### src/rtl/cga_pkg.sv
// Shared constants and state encoding for the CGA VRAM arbiter.
package cga_pkg;

    localparam int          VRAM_AW  = 14;
    localparam logic [4:0]  WIN_BASE = 5'b10111;

    typedef enum logic [2:0] {
        IDLE,
        PEND,
        SETUP,
        STROBE,
        HOLD,
        DONE
    } arb_state_e;

    function automatic logic in_window(input logic [19:0] a, input logic aen);
        return !aen && (a[19:15] == WIN_BASE);
    endfunction

endpackage

### src/rtl/cga_isa_sync.sv
// Two-flop synchroniser with falling-edge detect for an async ISA strobe.
module cga_isa_sync (
    input  logic clk,
    input  logic reset_n,
    input  logic strobe_l_i,
    output logic sync_l_o,
    output logic fall_o
);

    logic [2:0] sh_q;
    logic [2:0] sh_d;

    assign sh_d     = {sh_q[1:0], strobe_l_i};
    assign sync_l_o = sh_q[1];
    assign fall_o   = sh_q[2] & ~sh_q[1];

    always_ff @(posedge clk or negedge reset_n) begin
        if (!reset_n) begin
            sh_q <= 3'b111;
        end else begin
            sh_q <= sh_d;
        end
    end

endmodule

### src/rtl/cga_vram_arbiter.sv
// VRAM arbiter: display fetch always wins, CPU ops run in sequencer slots.
// Optional VRAM_WRITE_POST_EN posts CPU writes without stalling IOCHRDY.
module cga_vram_arbiter
    import cga_pkg::*;
(
    input  logic               clk,
    input  logic               reset_n,
    input  logic [19:0]        bus_a,
    input  logic [7:0]         bus_d_in,
    input  logic               bus_memr_l,
    input  logic               bus_memw_l,
    input  logic               bus_aen,
    input  logic               isa_op_enable,
    input  logic               vram_read,
    input  logic               vram_read_a0,
    input  logic [12:0]        disp_addr,
    output logic               bus_rdy,
    output logic [7:0]         bus_d_out,
    output logic               bus_d_oe,
    output logic [VRAM_AW-1:0] ram_a,
    output logic [7:0]         ram_d_out,
    output logic               ram_d_oe,
    input  logic [7:0]         ram_d_in,
    output logic               ram_ce_l,
    output logic               ram_oe_l,
    output logic               ram_we_l
);

    arb_state_e         state_q, state_d;
    logic [VRAM_AW-1:0] addr_q, addr_d;
    logic [7:0]         data_q, data_d;
    logic [7:0]         rdata_q, rdata_d;
    logic               is_wr_q, is_wr_d;
    logic               own_q, own_d;
    logic               req_q, req_d;
    logic               req_wr_q, req_wr_d;

    logic rd_s, rd_fall, wr_s, wr_fall;
    logic sel, new_req, one_lo, post_ok;
    logic unused_a14;

    assign unused_a14 = bus_a[14];

    cga_isa_sync u_rd_sync (
        .clk        (clk),
        .reset_n    (reset_n),
        .strobe_l_i (bus_memr_l),
        .sync_l_o   (rd_s),
        .fall_o     (rd_fall)
    );

    cga_isa_sync u_wr_sync (
        .clk        (clk),
        .reset_n    (reset_n),
        .strobe_l_i (bus_memw_l),
        .sync_l_o   (wr_s),
        .fall_o     (wr_fall)
    );

    assign sel     = in_window(bus_a, bus_aen);
    // Both strobes low together is not a legal cycle, so it never starts.
    assign new_req = sel & ((rd_fall & wr_s) | (wr_fall & rd_s));
    assign one_lo  = bus_memr_l ^ bus_memw_l;

`ifdef VRAM_WRITE_POST_EN
    assign post_ok = ~bus_memw_l &
                     (((state_q == IDLE) & ~req_q) | (own_q & is_wr_q));
`else
    assign post_ok = 1'b0;
`endif

    assign bus_rdy   = ~(sel & one_lo & ~((state_q == DONE) & own_q) & ~post_ok);
    assign bus_d_oe  = sel & ~bus_memr_l;
    assign bus_d_out = rdata_q;
    assign ram_d_out = data_q;

    always_comb begin
        state_d  = state_q;
        addr_d   = addr_q;
        data_d   = data_q;
        rdata_d  = rdata_q;
        is_wr_d  = is_wr_q;
        own_d    = own_q;
        req_d    = req_q;
        req_wr_d = req_wr_q;

        // own_q tracks whether the CPU is still holding the strobe of this op.
        if (own_q && (is_wr_q ? wr_s : rd_s)) begin
            own_d = 1'b0;
        end
        if (new_req && state_q != IDLE) begin
            req_d    = 1'b1;
            req_wr_d = wr_fall;
        end

        unique case (state_q)
            IDLE: begin
                if (new_req || req_q) begin
                    addr_d  = bus_a[VRAM_AW-1:0];
                    data_d  = bus_d_in;
                    is_wr_d = new_req ? wr_fall : req_wr_q;
                    own_d   = 1'b1;
                    req_d   = 1'b0;
                    state_d = PEND;
                end
            end
            PEND: begin
                if (isa_op_enable && !vram_read) begin
                    state_d = SETUP;
                end
            end
            SETUP: begin
                state_d = vram_read ? PEND : STROBE;
            end
            STROBE: begin
                state_d = vram_read ? PEND : HOLD;
            end
            HOLD: begin
                if (vram_read) begin
                    state_d = PEND;
                end else begin
                    if (!is_wr_q) begin
                        rdata_d = ram_d_in;
                    end
                    state_d = DONE;
                end
            end
            DONE: begin
                if (!own_q) begin
                    state_d = IDLE;
                end
            end
            default: begin
                state_d = IDLE;
            end
        endcase
    end

    always_comb begin
        ram_a    = addr_q;
        ram_ce_l = 1'b1;
        ram_oe_l = 1'b1;
        ram_we_l = 1'b1;
        ram_d_oe = 1'b0;

        unique case (state_q)
            SETUP: begin
                ram_ce_l = 1'b0;
                ram_d_oe = is_wr_q;
            end
            STROBE: begin
                ram_ce_l = 1'b0;
                ram_d_oe = is_wr_q;
                ram_we_l = ~is_wr_q;
                ram_oe_l = is_wr_q;
            end
            HOLD: begin
                ram_ce_l = 1'b0;
                ram_d_oe = is_wr_q;
                ram_oe_l = is_wr_q;
            end
            default: begin
                ram_ce_l = 1'b1;
            end
        endcase

        // Display fetch takes the RAM outright; a half-issued write is dropped.
        if (vram_read) begin
            ram_a    = {disp_addr, vram_read_a0};
            ram_ce_l = 1'b0;
            ram_oe_l = 1'b0;
            ram_we_l = 1'b1;
            ram_d_oe = 1'b0;
        end
    end

    always_ff @(posedge clk or negedge reset_n) begin
        if (!reset_n) begin
            state_q  <= IDLE;
            addr_q   <= '0;
            data_q   <= '0;
            rdata_q  <= '0;
            is_wr_q  <= 1'b0;
            own_q    <= 1'b0;
            req_q    <= 1'b0;
            req_wr_q <= 1'b0;
        end else begin
            state_q  <= state_d;
            addr_q   <= addr_d;
            data_q   <= data_d;
            rdata_q  <= rdata_d;
            is_wr_q  <= is_wr_d;
            own_q    <= own_d;
            req_q    <= req_d;
            req_wr_q <= req_wr_d;
        end
    end

endmodule
### config.mk
export PLATFORM = sky130hd
export DESIGN_NAME = cga_vram_arbiter
export DESIGN_NICKNAME = d
export VERILOG_FILES = /design/src/rtl/cga_pkg.sv /design/src/rtl/cga_isa_sync.sv /design/src/rtl/cga_vram_arbiter.sv
export SDC_FILE = /design/constraint.sdc
export NUM_CORES = 1
export LEC_CHECK = 0
export CORE_MARGIN = 8
export CORE_UTILIZATION = 41
export DETAILED_ROUTE_END_ITERATION = 10
export PLACE_DENSITY = 0.8
export RECOVER_POWER = 100
export SETUP_SLACK_MARGIN = 0.15
export SLEW_MARGIN = 20
export SYNTH_ARGS = -nofsm -noshare
export SYNTH_HDL_FRONTEND = slang
export SYNTH_SLANG_ARGS = --single-unit
export TNS_END_PERCENT = 5
### constraint.sdc
create_clock -name clk -period 2.3 [get_ports clk]
set_input_delay 0.46 -clock clk [delete_from_list [all_inputs] [get_ports clk]]
set_output_delay 0.46 -clock clk [all_outputs]
set_load 0.03 [all_outputs]
Yosys cells after proc, flatten, opt, wreduce, memory -nomap -nowiden:

Index checks and enable logic that the tools add are counted.

* register bits after elaboration: 43
* output and inout port bits: 36
* logic and storage cells: 75

* equality and inequality tests: 9
* muxes and demuxes: 24
* bitwise gates (word level): 18
* reductions and logical operators: 14

Operators by type and width (number)
* 3-bit one-hot mux with 6 select lines: 1
* 1-bit two-way mux: 16
* 3-bit two-way mux: 5
* 14-bit two-way mux: 1
* 1-bit AND: 9
* 1-bit inverter: 7
* 3-bit by 2-bit equality test with 1-bit output (second input constant): 2
* 3-bit equality test (second input constant): 2
* 2-bit inequality test (second input constant): 3
* 3-bit AND reduction: 2
* 5-bit equality test (second input constant): 1
* 1-bit logical AND: 4
* 3-bit by 1-bit equality test with 1-bit output (second input constant): 1
* 3-bit logical NOT: 1
* 3-bit nonzero test: 1
* 3-bit OR reduction: 1
* 1-bit logical NOT: 2
* 2-bit two-way mux: 1
* 2-bit AND reduction: 1
* 2-bit OR reduction: 1
* 1-bit logical OR: 1
* 1-bit OR: 1
* 1-bit XOR: 1

Longest topological paths before layout:

Gate-level depths: netlist of the first run.

* depth after elaboration: 9
* depth in mapped cells: 5

By module:

A second synthesis of the first run with hierarchy kept.

* cells, all modules: 136
* area, all modules: 2033.2 um2

Modules (own cells, without submodules)
* cga_vram_arbiter: times used 1, cells each 128, area an instance 1848.0 um2, sequential area each 925.9 um2
* cga_isa_sync: times used 2, cells each 4, area an instance 92.6 um2, sequential area each 78.8 um2

Worst setup path before layout of the first run:

Ideal clock, no wire load.

* path type: input to output
* start: input bus_aen
* end: output bus_d_oe
* data arrival time: 1.617 ns
* setup slack: 0.223 ns
* cell stages on the path: 2
* buffers on the path: 0
* cell sequence: nand2b_1 > nor4_1

* cells in the longest elaborated chain, start to end: 3

RTL lines
* start, declared: RTL line cga_vram_arbiter.sv:12 `input logic bus_aen,`
* 1-bit logical NOT: RTL line cga_pkg.sv:17 `return !aen && (a[19:15] == WIN_BASE);`
* 1-bit logical AND: RTL line cga_pkg.sv:17
* 1-bit AND: RTL line cga_vram_arbiter.sv:73 `assign bus_d_oe = sel & ~bus_memr_l;`
* end, declared: RTL line cga_vram_arbiter.sv:19 `output logic bus_d_oe,`

No other way between the ends.

Final worst setup path of the first run:

* start: input bus_memr_l
* end: output bus_d_oe

* cells in the longest elaborated chain, start to end: 2

RTL lines
* start, declared: RTL line cga_vram_arbiter.sv:10 `input logic bus_memr_l,`
* 1-bit inverter: RTL line cga_vram_arbiter.sv:73
* 1-bit AND: RTL line cga_vram_arbiter.sv:73

No other way between the ends.

==> impl_metrics.tcl, run 1 <==
set metrics [dict create \
    clk_pin_slew_ns 0.07 \
    path_depth 4 \
    hold_viol 0 \
    path_buf_inv 3 \
    routed_wirelength_um 4840 \
    finalCritPeriodShare_pct 93.29 \
    hold_depth 0 \
    start_util_pct 42.35 \
    maxSlewViolCount 0 \
    dpl_cell_area_um2 3017 \
    grt_max_degree 44 \
    core_area_um2 4692 \
    finalCriticalPeriod_ns 2.146 \
    drt-initial-drc-count 25 \
    synthTopCellsByArea "dfrtp_1 (47%), mux2_2 (16%), mux2_4 (14%)" \
    utilization_pct 62.27 \
    leakage_nw 1.372 \
    ios 93 \
    clock_skew_ns 0.008524 \
    synth.most_common_cell "dfrtp_1" \
    ys_top_cells_by_count "dfrtp_1 (37), mux2_2 (28), mux2_4 (18)" \
    maxSlewHeadroom_pct 30.98 \
    r2r_end "req_wr_q" \
    critPathMaxStageDelay_ns 0.56 \
    clockBufferDepth 2 \
    drc 0 \
    yosys.area.top_type "dfrtp_1" \
    n_antenna_cell 0 \
    area_growth_pct 47.04 \
    min-delay-path-class "register to register" \
    crit_path_end "bus_d_oe" \
    rsz0062_at_grt "no" \
    place_hpwl_um 3740 \
    grt_pass1_wl_um 7983 \
    cpMostUsedCell "buf_4" \
    overflow 0 \
    cts_root_buf "clkbuf_8" \
    worstMarginPinSlew_ns 1.035 \
    num_rows 25 \
    power_density_nw_per_um2 785.2 \
    ant_nets 0 \
    wl_per_cell_um 16.52 \
    cp.required_ns 1.84 \
    grt_use_total_pct 13.70 \
    die_w_um 85.62 \
    crit_chain "dlygate4sd3_1, buf_4, nor4_1, buf_4" \
    setup-violations-final 0 \
    route.vias.total 1464 \
    ys_seq_area_share_pct 54.53 \
    finish.instance_area_um2 2922 \
    maxCapViolCount 0 \
    vias_per_cell 4.997 \
    grt_pass1_vias 1555 \
    finalPower_mw 2.294 \
    r2r_cells 5 \
    critPathCaptureType "output port" \
    insertion_delay_ns 0.29 \
    tritoncts "done" \
    drive_above_1_share_pct 22.59 \
    max_freq_mhz 466.1 \
    dieArea_um2 7330 \
    ff2ff_setup_slack_ns 0.30 \
    synth_cell_types 29 \
    arrival_ns 1.69 \
    synth.avg_cell_area_um2 14.50 \
    fin_nets 296 \
    clock_sinks 43 \
    yosysTopAreaCellShare_pct 46.60 \
    routabilityCongestion 0.7267 \
    crit_fanout 2 \
    dr.pass1.iters 4 \
    synth-edff-count 0 \
    postCtsSetupBuffers 0 \
    setup_tns_ns 0 \
    syn_nets 194 \
    fin_hold_ws_ns 0.3611 \
    syn_inst 137 \
    cts_max_level 2 \
    critPathLaunchType "primary input" \
    critPathSlowestCell "dlygate4sd3_1" \
    fp.dieH_um 85.62 \
    cts_buffers 5 \
    crit_family "buffers and inverters" \
    synth_area_um2 1987 \
    worstSetupPathType "primary input to output port" \
    ys_ff_latch 43 \
    crit_start "bus_memr_l" \
    ir_drop_mv 0.4520 \
    r2r-start "u_wr_sync.sh_q[1]" \
    antenna_found_initial 0 \
    yosysWarnings 0 \
    status "finished clean" \
    ys.flop_type "dfrtp_1" \
    async_reset_ff_share_pct 100.0 \
    filler_cell_count 406 \
    port_buffers 91 \
]
## placed cells by master, fill, tap and decap left out, types with 3 or more instances in the layout
cell type and instances:
buf_4 5, clkbuf_1 20, clkbuf_8 6, clkdlybuf4s50_1 50, dfrtp_1 37, dfstp_2 4
dlygate4sd3_1 19, mux2_1 18, mux2_2 28, nand2_1 5, nand2b_1 3, nor2_1 6
nor2b_1 3, nor3_1 3
## kinds of logic (layout without fill, tap and decap cells)
group                  after synthesis  after routing  share of synthesized area [%]
AND/OR/NAND/NOR                     30             30                          8.376
flip-flops                          43             43                          54.53
XOR/XNOR                             1              1                         0.4409
multiplexers                        48             48                          30.48
AO/OA/AOI/OAI                        8              8                          4.094
buffers and inverters                7            109                          2.078
## final cells by class
cell class	count	area [um2]	share of cell area, %
inverter	2	7.507	0.2570
multi-input combinational	87	804.5	27.54
sequential	43	1084	37.09
clock buffer	6	82.58	2.827
clock inverter	1	5.005	0.1713
timing repair buffer	100	870.8	29.81
tap	54	67.56	2.313
## layer usage
layer	routed length (um)	track usage [%]	up-vias
li1	-	-	691
met1	2301	17.83	704
met2	2121	20.45	64
met3	353	4.871	5
met4	63	4.777	0
met5	0	0	-
## worst min-delay path by stage
stage | from | to | slack (ns)
3_5_place_dp | u_rd_sync.sh_q[0] | u_rd_sync.sh_q[1] | 0.35
4_1_cts | reset_n | addr_q[0] | 0.14
5_1_grt | u_wr_sync.sh_q[0] | u_wr_sync.sh_q[1] | 0.36
2_1_floorplan | reset_n | addr_q[0] | 0.16
3_3_place_gp | u_wr_sync.sh_q[0] | u_wr_sync.sh_q[1] | 0.35
6_report | u_rd_sync.sh_q[0] | u_rd_sync.sh_q[1] | 0.36
## worst reg2reg max path, cell delays in order, from the launching register on
cell,delay (ns)
dfstp_1,0.58
nand3b_1,0.14
a2111oi_4,0.46
clkbuf_1,0.20
nor2b_1,0.16
mux2_2,0.34
## where the power goes
| part | switching [mW] | total [mW] | internal (mW) |
|---|---|---|---|
| sequential | 0.111 | 1.03 | 0.919 |
| clock | 0.242 | 0.478 | 0.236 |
| combinational | 0.434 | 0.787 | 0.353 |
| total | 0.787 | 2.29 | 1.51 |
## through the flow
step	std cells	setup WS, ns
global route	293	0.1007
finish	293	0.1544
floorplan	137	0.2231
global placement	286	-0.2241
detailed placement	286	-0.2373
CTS	293	0.0008037
## registers in the layout, indices dropped and copies added (netlist names)
| signal | flops |
|---|---|
| addr_q | 14 |
| bus_d_out | 8 |
| ram_d_out | 8 |
| state_q | 3 |
| u_rd_sync.sh_q | 3 |
| u_wr_sync.sh_q | 3 |
| is_wr_q | 1 |
| own_q | 1 |
| req_q | 1 |
| req_wr_q | 1 |
## what timing repair did
| item | CTS | global route |
|---|---|---|
| setup endpoints to repair | 14 | 16 |
| hold buffers | 0 | 0 |
| resized for setup | 14 | 33 |
Power figures use the tool's default switching activity.
==> run 2: changes to the inputs <==
--- a/config.mk
+++ b/config.mk
@@ -5,10 +5,12 @@
 export SDC_FILE = /design/constraint.sdc
 export NUM_CORES = 1
 export LEC_CHECK = 0
+export CORE_ASPECT_RATIO = 1.4
 export CORE_MARGIN = 8
-export CORE_UTILIZATION = 41
+export CORE_UTILIZATION = 62
 export DETAILED_ROUTE_END_ITERATION = 10
-export PLACE_DENSITY = 0.8
+export DONT_BUFFER_PORTS = 1
+export PLACE_DENSITY = 0.78
 export RECOVER_POWER = 100
 export SETUP_SLACK_MARGIN = 0.15
 export SLEW_MARGIN = 20
==> impl_metrics.tcl, run 2 (synthesis gave the netlist of run 1 again) <==
set metrics [dict create \
    wl_per_cell_um 21.78 \
    intPower_mw 1.299 \
    dpl_cell_area_um2 2024 \
    sw_frac_of_total_pct 36.04 \
    largest_reg_flops 14 \
    clockBufferDepth 2 \
    fin_hold_ws_ns 0.1650 \
    grt_max_degree 38 \
    insertion_delay_ns 0.28 \
    worstSetupPathType "register to output port" \
    area_growth_pct 4.912 \
    leakage_nw 0.9905 \
    drt-initial-drc-count 33 \
    cp.required_ns 1.84 \
    placed_cells 174 \
    finalCriticalPeriod_ns 2.128 \
    dieArea_um2 5298 \
    drc 0 \
    fin_nets 206 \
    start_util_pct 64.24 \
    instances_no_fill 189 \
    maxSlewViolCount 38 \
    clock_skew_ns 0.004612 \
    ir_drop_mv 0.8218 \
    finalCritPeriodShare_pct 92.51 \
    vias_per_cell 6.053 \
    regMostFlops "addr_q" \
    maxCapViolCount 1 \
    cts_max_level 2 \
    dr.pass1.iters 4 \
    clock_sinks 43 \
    tritoncts "done" \
    overflow 0 \
    port_buffers 0 \
    clk_pin_slew_ns 0.07 \
    combPwrFrac_pct 21.1 \
    route.vias.total 1144 \
    num_rows 24 \
    max_freq_mhz 470.0 \
    grt_use_total_pct 15.44 \
    min-delay-path-class "primary input to register" \
    grt_pass1_vias 1273 \
    setup-violations-final 0 \
    power_density_nw_per_um2 974.6 \
    worstMarginPinSlew_ns 1.871 \
    drive_above_1_share_pct 20.00 \
    ios 93 \
    arrival_ns 1.67 \
    cts_root_buf "clkbuf_8" \
    critPathCaptureType "output port" \
    ant_nets 0 \
    die_w_um 63.85 \
    critPathLaunchType "register" \
    pwr-share-clk_pct 21.6 \
    grt_pass1_wl_um 6499 \
    core_area_um2 3093 \
    routed_wirelength_um 4117 \
    cts_buffers 5 \
    filler_cell_count 255 \
    rsz0062_at_grt "yes" \
    switchingPower_mw 0.7322 \
    antenna_found_initial 0 \
    pwr-share-seq_pct 57.4 \
    ctsResizeCount 0 \
    finish.instance_area_um2 2085 \
    violations "capacitance limit, slew limit" \
    final_cell_mix "dfrtp_1 (37), mux2_1 (32), mux2_2 (14)" \
    maxSlewHeadroom_pct -24.75 \
    mostFrequentLayoutCell "dfrtp_1" \
    setup_tns_ns 0 \
    routabilityCongestion 0.7808 \
    crit_fanout 7 \
    place_hpwl_um 3115 \
    n_antenna_cell 0 \
    fp.dieH_um 82.98 \
    hold_viol 0 \
    status "complete, but fails checks" \
]
[run 2: changes by cell type in the layout (fill, tap and decap cells not counted), sizes merged]
cell / change
dlymetal6s2s: -1
clkbuf: -17
clkdlybuf4s50: -50
o21ai: +1
dlygate4sd3: -16
buf: -6
[run 2: worst paths after layout]
path	from	to	slack [ns]	depth (start not counted)
worst min-delay path	bus_memw_l	u_wr_sync.sh_q[0]	0.16	0
max in group asynchronous	reset_n	addr_q[13]	0.54	1
worst max register to register	u_rd_sync.sh_q[1]	addr_q[10]	0.25	5
worst min register to register	u_rd_sync.sh_q[0]	u_rd_sync.sh_q[1]	0.36	0
worst max-delay path	state_q[1]	ram_oe_l	0.17	4
min in group asynchronous	reset_n	u_rd_sync.sh_q[2]	0.58	1
[run 2: final cells by class]
class	instances	area, um2	share of cell area [%]
flip-flops and latches	43	1084	51.98
multi-input cells	88	803.3	38.54
clock buffers	7	76.32	3.661
repair buffers	9	60.06	2.881
well taps	39	48.80	2.341
inverters	2	7.507	0.3601
clock inverters	1	5.005	0.2401
[run 2: power groups by stage]
| stage | logic [mW] | registers (mW) | clock network, mW |
|---|---|---|---|
| floorplan | 0.468 | 1.13 | 0 |
| global placement | 0.486 | 1.17 | 0 |
| detailed placement | 0.495 | 1.19 | 0 |
| CTS | 0.522 | 1.17 | 0.456 |
| global route | 0.468 | 1.19 | 0.481 |
| finish | 0.428 | 1.17 | 0.438 |
[run 2: layer usage]
layer  share of wire (%)  wire length [um]  global-route usage [%]  up-vias
li1                    -                 -                       -      512
met1                  37              1507                   16.28      558
met2                  49              2032                   24.84       68
met3                  13               529                   9.677        6
met4                 1.1                47                   4.277        0
met5                   0                 0                       0        -
[run 2: critical path, cell delays in order (launching register included)]
cell and delay [ns]:
dfrtp_1 0.46, nor2b_1 0.20, a21oi_1 0.21, nor2_1 0.06, nor2_1 0.45
[run 2: timing repair]
item / 4_1_cts / 5_1_grt
hold buffers: 3 / 1
pin swaps: 0 / 2
hold endpoints to repair: 37 / 1
gates cloned: 0 / 1
setup endpoints to repair: 4 / 24
setup buffers: 0 / 2
[run 2: through the flow]
stage	utilization (%)	worst slack, ns	total power, mW
after floorplan	-	0.2231	1.595
after global placement	65.45	0.2147	1.659
after detailed placement	65.45	0.1540	1.682
after CTS	69.38	0.1429	2.153
after global routing	67.39	0.07531	2.137
final	67.39	0.1723	2.032
==> run 3: changes to the inputs <==
--- a/config.mk
+++ b/config.mk
@@ -7,11 +7,10 @@
 export LEC_CHECK = 0
 export CORE_ASPECT_RATIO = 1.4
 export CORE_MARGIN = 8
-export CORE_UTILIZATION = 62
+export CORE_UTILIZATION = 30
 export DETAILED_ROUTE_END_ITERATION = 10
 export DONT_BUFFER_PORTS = 1
-export PLACE_DENSITY = 0.78
-export RECOVER_POWER = 100
+export RECOVER_POWER = 50
 export SETUP_SLACK_MARGIN = 0.15
 export SLEW_MARGIN = 20
 export SYNTH_ARGS = -nofsm -noshare
==> impl_metrics.tcl, run 3 (synthesis gave the netlist of run 1 again) <==
set metrics [dict create \
    pwr-share-seq_pct 54.8 \
    maxCapViolCount 1 \
    grt_max_degree 38 \
    worstSetupPathType "register to register" \
    clk_pin_slew_ns 0.08 \
    final_cell_mix "dfrtp_1 (37), mux2_2 (28), mux2_4 (18)" \
    pwr-share-clk_pct 21.0 \
    regMostFlops "addr_q" \
    drc 0 \
    finalCritPeriodShare_pct 94.28 \
    fin_nets 202 \
    start_util_pct 30.66 \
    drt-initial-drc-count 57 \
    ant_nets 0 \
    maxSlewHeadroom_pct -7.276 \
    arrival_ns 2.34 \
    status "complete, but fails checks" \
    tritoncts "done" \
    area_growth_pct 9.950 \
    power_density_nw_per_um2 981.9 \
    min-delay-path-class "primary input to register" \
    cts_buffers 5 \
    clockBufferDepth 2 \
    ir_drop_mv 0.2843 \
    violations "capacitance limit, slew limit" \
    worstMarginPinSlew_ns 1.609 \
    drive_above_1_share_pct 44.52 \
    routabilityCongestion 0.7204 \
    critPathLaunchType "register" \
    crit_fanout 24 \
    setup_tns_ns 0 \
    largest_reg_flops 14 \
    grt_use_total_pct 10.08 \
    leakage_nw 1.052 \
    combPwrFrac_pct 24.2 \
    clock_sinks 43 \
    pre_cts_slack_ns 0.1280 \
    setup-violations-final 0 \
    vias_per_cell 5.227 \
    mostFrequentLayoutCell "dfrtp_1" \
    wl_per_cell_um 21.78 \
    cts_root_buf "clkbuf_8" \
    dr.pass1.iters 4 \
    switchingPower_mw 0.7584 \
    antenna_found_initial 0 \
    max_freq_mhz 461.2 \
    setup_slack_ns 0.1317 \
    hold_viol 0 \
    die_w_um 84.78 \
    sw_frac_of_total_pct 35.36 \
    routed_wirelength_um 4791 \
    cts_max_level 2 \
    fp.dieH_um 112.3 \
    overflow 0 \
    num_rows 35 \
    route.vias.total 1150 \
    cp.required_ns 2.47 \
    wl_met2_um 2378 \
    clock_skew_ns 0.008686 \
    n_antenna_cell 0 \
    insertion_delay_ns 0.29 \
    wl_met3_um 528 \
    port_buffers 0 \
    place_hpwl_um 3572 \
    critPathCaptureType "register" \
    ios 93 \
    grt_pass1_wl_um 7465 \
    finalCriticalPeriod_ns 2.168 \
    dieArea_um2 9520 \
    rsz0062_at_grt "yes" \
    grt_pass1_vias 1308 \
    core_area_um2 6481 \
    met1_length_um 1811 \
    intPower_mw 1.387 \
    maxSlewViolCount 38 \
    top_layer_used "met4" \
]
run 3: cell types whose count changed in the layout (fill, tap and decap cells not counted):
cell	before	now
o21ai_2	1	0
mux2_1	32	0
dfstp_2	4	5
nor3b_1	1	0
mux2_4	0	18
dlymetal6s4s_1	0	1
dlygate4sd3_1	3	1
buf_4	2	4
nor3b_2	0	1
mux2_2	14	28
clkbuf_1	6	2
dfstp_1	2	1
run 3: final timing paths:
path	from	end	slack (ns)	depth (start not counted)
worst min-delay path	bus_memw_l	u_wr_sync.sh_q[0]	0.17	0
worst max-delay path	u_rd_sync.sh_q[1]	addr_q[13]	0.13	4
worst max register to register	u_rd_sync.sh_q[1]	addr_q[13]	0.13	4
min in group asynchronous	reset_n	addr_q[4]	0.67	1
worst min register to register	u_wr_sync.sh_q[0]	u_wr_sync.sh_q[1]	0.36	0
max in group asynchronous	reset_n	bus_d_out[1]	0.69	1
run 3: what timing repair did:
action,4_1_cts,5_1_grt
setup buffers,0,0
hold buffers,2,0
resized for setup,0,1
hold endpoints to repair,37,0
endpoints found under the setup margin,4,24
run 3: per-stage QoR:
| stage | hold slack, ns | instances | util [%] | total power [mW] | instance area, um2 |
|---|---|---|---|---|---|
| final | 0.1668 | 220 | 33.71 | 2.145 | 2185 |
| after global routing | 0.1449 | 220 | 33.71 | 2.263 | 2185 |
| after CTS | 0.001572 | 220 | 33.75 | 2.176 | 2187 |
| after detailed placement | 0.1658 | 210 | 32.03 | 1.692 | 2076 |
| after global placement | 0.1657 | 210 | 32.03 | 1.663 | 2076 |
| after floorplan | 0.1644 | 137 | - | 1.595 | 1987 |
run 3: critical path, cell delays in order (launching register included):
cell	delay, ns
dfstp_1	0.56
nand3b_1	0.17
a2111oi_4	0.12
o21ai_4	0.79
mux2_2	0.42
run 3: routing by layer:
metal	global-route usage (%)	vias up
li1	-	502
met1	10.29	574
met2	16.87	70
met3	5.190	4
met4	4.296	0
met5	0	-
run 3: power by group through the flow:
stage / sequential [mW] / combinational (mW) / clock, mW
floorplan: 1.13 / 0.468 / 0
global placement: 1.18 / 0.487 / 0
detailed placement: 1.19 / 0.503 / 0
CTS: 1.18 / 0.529 / 0.471
global route: 1.20 / 0.562 / 0.501
finish: 1.18 / 0.519 / 0.450
run 3: area by class of cell:
cell class              count  area [um2]
clock inverters             1       5.005
repair buffers              6       52.55
fillers                   654        4297
multi-input cells          87       867.1
well taps                  74       92.59
clock buffers               7       76.32
flip-flops and latches     43        1084
inverters                   2       7.507
